[src/rtl/uart_pkg.sv]
// Types shared by the UART transmit/receive users and the tx feeder.
package uart_pkg;

  typedef logic [7:0] uart_byte_t;

  typedef enum logic [1:0] {
    FEED_IDLE      = 2'd0,
    FEED_ARM       = 2'd1,
    FEED_STROBE    = 2'd2,
    FEED_WAIT_DONE = 2'd3
  } feeder_state_t;

endpackage

[src/rtl/sync_fifo.sv]
// Synchronous FIFO; read data is registered and updates one cycle after a pop.
// Push is ignored while full and pop while empty; count never wraps.
module sync_fifo #(
  parameter int WIDTH = 8,
  parameter int DEPTH = 16
) (
  input  logic                   clk,
  input  logic                   reset,
  input  logic                   push,
  input  logic                   pop,
  input  logic [WIDTH-1:0]       wdata,
  output logic [WIDTH-1:0]       rdata,
  output logic [$clog2(DEPTH):0] count,
  output logic                   empty,
  output logic                   full
);

  localparam int AW = $clog2(DEPTH);
  localparam logic [AW-1:0] PTR_ONE  = AW'(1);
  localparam logic [AW:0]   CNT_ONE  = (AW + 1)'(1);
  localparam logic [AW:0]   CNT_FULL = (AW + 1)'(DEPTH);

  if (DEPTH < 2 || (DEPTH & (DEPTH - 1)) != 0) begin : g_depth_check
    $error("sync_fifo: DEPTH must be a power of two >= 2");
  end

  logic [WIDTH-1:0] mem_q [DEPTH];
  logic [AW-1:0]    wr_ptr_q, wr_ptr_d;
  logic [AW-1:0]    rd_ptr_q, rd_ptr_d;
  logic [AW:0]      count_q, count_d;
  logic [WIDTH-1:0] rdata_q, rdata_d;
  logic             do_push, do_pop;

  assign empty   = (count_q == '0);
  assign full    = (count_q == CNT_FULL);
  assign do_push = push && !full;
  assign do_pop  = pop && !empty;
  assign count   = count_q;
  assign rdata   = rdata_q;

  // Pointers are exactly AW bits wide, so DEPTH being a power of two gives the wrap for free.
  always_comb begin
    wr_ptr_d = wr_ptr_q;
    rd_ptr_d = rd_ptr_q;
    count_d  = count_q;
    rdata_d  = rdata_q;
    if (do_push) begin
      wr_ptr_d = wr_ptr_q + PTR_ONE;
    end
    if (do_pop) begin
      rd_ptr_d = rd_ptr_q + PTR_ONE;
      rdata_d  = mem_q[rd_ptr_q];
    end
    case ({do_push, do_pop})
      2'b10:   count_d = count_q + CNT_ONE;
      2'b01:   count_d = count_q - CNT_ONE;
      default: count_d = count_q;
    endcase
  end

  always_ff @(posedge clk) begin
    if (reset) begin
      wr_ptr_q <= '0;
      rd_ptr_q <= '0;
      count_q  <= '0;
      rdata_q  <= '0;
    end else begin
      wr_ptr_q <= wr_ptr_d;
      rd_ptr_q <= rd_ptr_d;
      count_q  <= count_d;
      rdata_q  <= rdata_d;
    end
  end

  always_ff @(posedge clk) begin
    if (do_push) begin
      mem_q[wr_ptr_q] <= wdata;
    end
  end

endmodule

[src/rtl/uart_tx_feeder.sv]
// Byte FIFO plus send sequencer for an edge-triggered UART transmitter: a byte pushed into an
// idle, empty feeder is on tx_data one cycle later and tx_send rises the cycle after; in_ready = !full.
module uart_tx_feeder
  import uart_pkg::*;
#(
  parameter int DEPTH = 16
) (
  input  logic                   clk,
  input  logic                   reset,
  input  uart_byte_t             in_data,
  input  logic                   in_valid,
  output logic                   in_ready,
  output uart_byte_t             tx_data,
  output logic                   tx_send,
  input  logic                   tx_ready,
  output logic [$clog2(DEPTH):0] count,
  output logic                   empty,
  output logic                   full
);

  feeder_state_t state_q;
  logic          send_q;
  logic          pop;
  logic          fifo_empty, fifo_full;
  uart_byte_t    fifo_rdata;

  assign pop      = (state_q == FEED_IDLE) && !fifo_empty && tx_ready;
  assign in_ready = !fifo_full;
  assign empty    = fifo_empty;
  assign full     = fifo_full;
  assign tx_data  = fifo_rdata;
  assign tx_send  = send_q;

  sync_fifo #(
    .WIDTH($bits(uart_byte_t)),
    .DEPTH(DEPTH)
  ) u_fifo (
    .clk  (clk),
    .reset(reset),
    .push (in_valid),
    .pop  (pop),
    .wdata(in_data),
    .rdata(fifo_rdata),
    .count(count),
    .empty(fifo_empty),
    .full (fifo_full)
  );

  // send drops only once the transmitter has shown it latched the byte (ready low).
  always_ff @(posedge clk) begin
    if (reset) begin
      state_q <= FEED_IDLE;
      send_q  <= 1'b0;
    end else begin
      case (state_q)
        FEED_IDLE: begin
          send_q <= 1'b0;
          if (pop) state_q <= FEED_ARM;
        end
        FEED_ARM: begin
          state_q <= FEED_STROBE;
          send_q  <= 1'b1;
        end
        FEED_STROBE: begin
          if (!tx_ready) begin
            state_q <= FEED_WAIT_DONE;
            send_q  <= 1'b0;
          end
        end
        FEED_WAIT_DONE: begin
          if (tx_ready) state_q <= FEED_IDLE;
        end
        default: begin
          state_q <= FEED_IDLE;
          send_q  <= 1'b0;
        end
      endcase
    end
  end

endmodule

[config.mk]
export PLATFORM = sky130hd
export DESIGN_NAME = uart_tx_feeder
export DESIGN_NICKNAME = d
export VERILOG_FILES = /design/src/rtl/uart_pkg.sv /design/src/rtl/sync_fifo.sv /design/src/rtl/uart_tx_feeder.sv
export SDC_FILE = /design/constraint.sdc
export NUM_CORES = 1
export LEC_CHECK = 0
export CAP_MARGIN = 20
export CELL_PAD_IN_SITES_DETAIL_PLACEMENT = 1
export CELL_PAD_IN_SITES_GLOBAL_PLACEMENT = 1
export CORE_MARGIN = 2
export CORE_UTILIZATION = 45
export CTS_BUF_LIST = sky130_fd_sc_hd__clkbuf_4 sky130_fd_sc_hd__clkbuf_8 sky130_fd_sc_hd__clkbuf_16
export CTS_CLUSTER_DIAMETER = 80
export DETAILED_ROUTE_END_ITERATION = 10
export PLACE_DENSITY_LB_ADDON = 0.05
export SYNTH_ARGS = -nofsm -noshare
export SYNTH_HDL_FRONTEND = slang
export SYNTH_SLANG_ARGS = --single-unit
[constraint.sdc]
create_clock -name clk -period 7.75 [get_ports clk]
set_input_delay 0.775 -clock clk [delete_from_list [all_inputs] [get_ports clk]]
set_output_delay 0.775 -clock clk [all_outputs]
set_load 0.02 [all_outputs]
==> results list <==
- Outcome: complete, no violations
* Leading register cell type out of synthesis: sky130_fd_sc_hd__edfxtp_1
- The first global-routing pass estimated 20900 µm of wire.
- The number of hold-slack violations in the final timing report was 0.
- Cell leakage power: 2.44 nW
* Wire length per cell: 21.6 µm
- Footprint of the multi-input gates: 1910 µm²
- Pin count of the biggest net entering global routing: 47
- Final setup skew: 0.00914 ns
- The initial utilization of the core area, before any placement, comes to 46.2%.
- Fillers: 1312
* Number of port buffers: 28
- Setup repair after global routing left no endpoint under its margin.
- Final #Nets: 455
- # Max-Cap Violations: 0
* Final setup violation count: 0
- Leaving out filler cells and counting taps, the final layout contains 622.
- Met1 capacity usage during global routing: 25.9%
- In this run, the combinational gates consume 23.4% of the power.
- The synthesized netlist occupies a cell area of 6410 µm².
- Cell internal pwr: 1.69 mW
* Period minus WS final: 3.51 ns
* CP startpoint kind: primary input
- The die covers 15200 µm².
- After synthesis, flip-flops and latches occupy 67.5% of the total area.
- Synthesis instantiated 50 different standard cells from the library.
* Kind of end point of the critical path: flop
- At the placement stage, the worst setup path has a slack of 3.86 ns.
- Slew at the pin closest to its max-slew limit: 1.01 ns
* Worst-case headroom to the max-slew limit: 32.7%
- Post-CTS sizing: 0
- DR vias/cell: 5.58
* Total negative setup slack: 0 ns
* Number of warnings issued by yosys: 0
- In this run, the number of DRC markers left after iteration 0 of detailed routing was 188.
- Clock tree synthesis inserted a total of 17 buffers.
- The later pin in the worst-skew pair is clocked with a latency of 0.42 ns.
* Area growth syn-to-layout: 15.9%
- Final Core Density: 53.5%
- CTS root buf: sky130_fd_sc_hd__clkbuf_16
- Antenna violations before repair: 0
- The tightest hold path in the finished design has a slack of 0.502 ns.
- For this run, global-route usage on met3 was measured as 4.43%.
* Vert. Die Dim: 123 µm
- The number of antenna diodes in the final layout is 0.
- The congestion estimate from routability-driven global placement came to 0.776.
* Quantity of hold-fixing buffers added after cts: 0
- Average cell area after synthesis: 16.2 µm²
* Maximum fanout along the worst path: 20
* Vias: 3471
- Maximum vdd ir drop: 0.152 mV
- For the worst setup path, the data arrival time is 3.86 ns.
- Synth Instances: 396
* Via count of the first global-routing pass: 3592
* Cells taking the most area after synthesis: sky130_fd_sc_hd__edfxtp_1 60%, sky130_fd_sc_hd__dfxtp_1 7.5%, sky130_fd_sc_hd__mux4_1 6.6%, sky130_fd_sc_hd__mux2i_1 4.4%, sky130_fd_sc_hd__ha_1 2.7%
- Dividing total power by cell area gives a power density of 317 nW/µm².
- By count the netlist is led by 128 x sky130_fd_sc_hd__edfxtp_1, 36 x sky130_fd_sc_hd__nor2_1, 28 x sky130_fd_sc_hd__mux2i_1, 24 x sky130_fd_sc_hd__dfxtp_1, 16 x sky130_fd_sc_hd__mux4_1.
- Yosys mapped a number of flops with a built-in enable equal to 128.
- CTS tree: built
- In the routed design, unresolved DRC markers number 0.
- Count leader, synth: sky130_fd_sc_hd__edfxtp_1
- Yosys top cell area share: 60.0%
- Fraction of final layout cells sized beyond drive strength 1: 12.2%
- GRT Max-Usage Layer: met2
* CTS HTree Levels: 4
- Clock share of power: 34.1%
- Kind of critical path: primary input to flop
* Gr ovfl total: 0
* Data required time at the worst endpoint: 8.10 ns
* Clock net sink count: 152
- The share of total power dissipated in sequential elements is 42.5%.
* Switching power share of the total: 28.3%
* FFs w/ async S/R, synth: 0%
- Met2 demand-to-capacity share in global routing: 30.8%
- Detail Route Antenna Nets: 0
* Reported net switching power: 0.667 mW
- Cell Rows: 43
- Post-detailed-placement half-perimeter wirelength: 8730 µm
* Highest clock frequency the design can meet: 0.285 GHz
- The largest total area in the synthesized netlist belongs to sky130_fd_sc_hd__edfxtp_1.
- The floorplan step set the die width to 123 µm.
- Once placement completed, the tool counted placed cells totaling 590.
- For this run, the detailed router's first-pass iteration total came to 4.
* Top Ports: 29
- After synthesis the netlist holds a flip-flop and latch count of 152.
- Period utilisation layout: 45.3%
- The path class of the tightest hold or removal check is flop to flop.
- Max Slew Vio Count: 0
- The core region is 13900 µm².
* Total GRT Usage: 19.1%
* Worst-path clk slew: 0.06 ns
- Sequential cell area: 4330 µm²
* Nets in the synthesized netlist: 422
- Min setup slack post-route: 4.24 ns
- The routed design has 13400 µm of wire.
* Number of buffers on the longest clock path: 2
- Post-CTS setup buffers: 0
## power by group through the flow
stage	combinational (mW)	sequential, mW	clock [mW]
after detailed placement	0.555	1.02	0
after floorplan	0.349	1.03	0
after CTS	0.557	1.00	0.817
after global placement	0.544	1.02	0
after global routing	0.605	1.01	0.845
final	0.550	1.00	0.803
## stage by stage
step	total power [mW]	cell area, µm²
floorplan	1.38	6410
global placement	1.56	6830
detailed placement	1.57	6830
CTS	2.38	7430
global route	2.46	7430
finish	2.35	7430
## final cells by class
| class | instances | share of cell area [%] |
|---|---|---|
| Tap cell | 180 | 3.03 |
| Timing Repair Buffer | 35 | 4.48 |
| Sequential cell | 152 | 58.2 |
| Clock buffer | 26 | 7.53 |
| Multi-Input combinational cell | 213 | 25.8 |
| Clock inverter | 6 | 0.438 |
| Inverter | 10 | 0.505 |
## per-layer routing
metal	wire length [µm]	vias to the layer above
met5	0	-
met4	161	0
met3	413	13
met2	6590	69
met1	6280	1771
li1	-	1618
## worst max-delay path, cell delays in order
cell and delay [ns]:
sky130_fd_sc_hd__clkdlybuf4s50_1 0.54, sky130_fd_sc_hd__and2_1 0.19, sky130_fd_sc_hd__a21boi_2 0.71, sky130_fd_sc_hd__ha_1 0.48, sky130_fd_sc_hd__ha_1 0.25, sky130_fd_sc_hd__or4b_2 0.59
sky130_fd_sc_hd__a21oi_1 0.16, sky130_fd_sc_hd__a31oi_1 0.05, sky130_fd_sc_hd__nand3_1 0.10
## sequential cells by signal (all words and copies together), names as in the netlist
signal,cells
u_fifo.count,5
u_fifo.mem_q,128
u_fifo.rdata,8
u_fifo.rd_ptr_q,4
state_q,2
tx_send,1
u_fifo.wr_ptr_q,4
## cell families after synthesis
logic type | Yosys count | share of synthesized area [%]
AOI/OAI and AO/OA | 55 | 6.33
xor gates and xnor gates | 9 | 1.23
adders and majority gates | 14 | 2.73
buffers and inverters | 31 | 2.64
DFF | 152 | 67.5
muxes | 52 | 13.0
and+or+nand+nor | 83 | 6.52
## placed cells by master, fill, tap and decap left out, types with 9 or more instances in the layout
master,instances
sky130_fd_sc_hd__edfxtp_1,128
sky130_fd_sc_hd__clkdlybuf4s50_1,28
sky130_fd_sc_hd__inv_1,9
sky130_fd_sc_hd__clkbuf_16,19
sky130_fd_sc_hd__ha_1,14
sky130_fd_sc_hd__dfxtp_1,23
sky130_fd_sc_hd__nand2b_1,9
sky130_fd_sc_hd__a211oi_1,9
sky130_fd_sc_hd__mux4_1,16
sky130_fd_sc_hd__nor2_1,36
sky130_fd_sc_hd__o22ai_1,9
sky130_fd_sc_hd__nand2_1,13
sky130_fd_sc_hd__mux2i_1,28
## final timing paths
| kind | startpoint | end | slack, ns | depth (start not counted) |
|---|---|---|---|---|
| max | tx_ready | u_fifo.count[4] | 4.24 | 9 |
| min | u_fifo.rdata[7] | u_fifo.rdata[7] | 0.50 | 2 |
| max reg2reg | state_q[1] | u_fifo.count[4] | 4.50 | 10 |
| min reg2reg | u_fifo.rdata[7] | u_fifo.rdata[7] | 0.50 | 2 |
(Power assumes the default switching activity.)
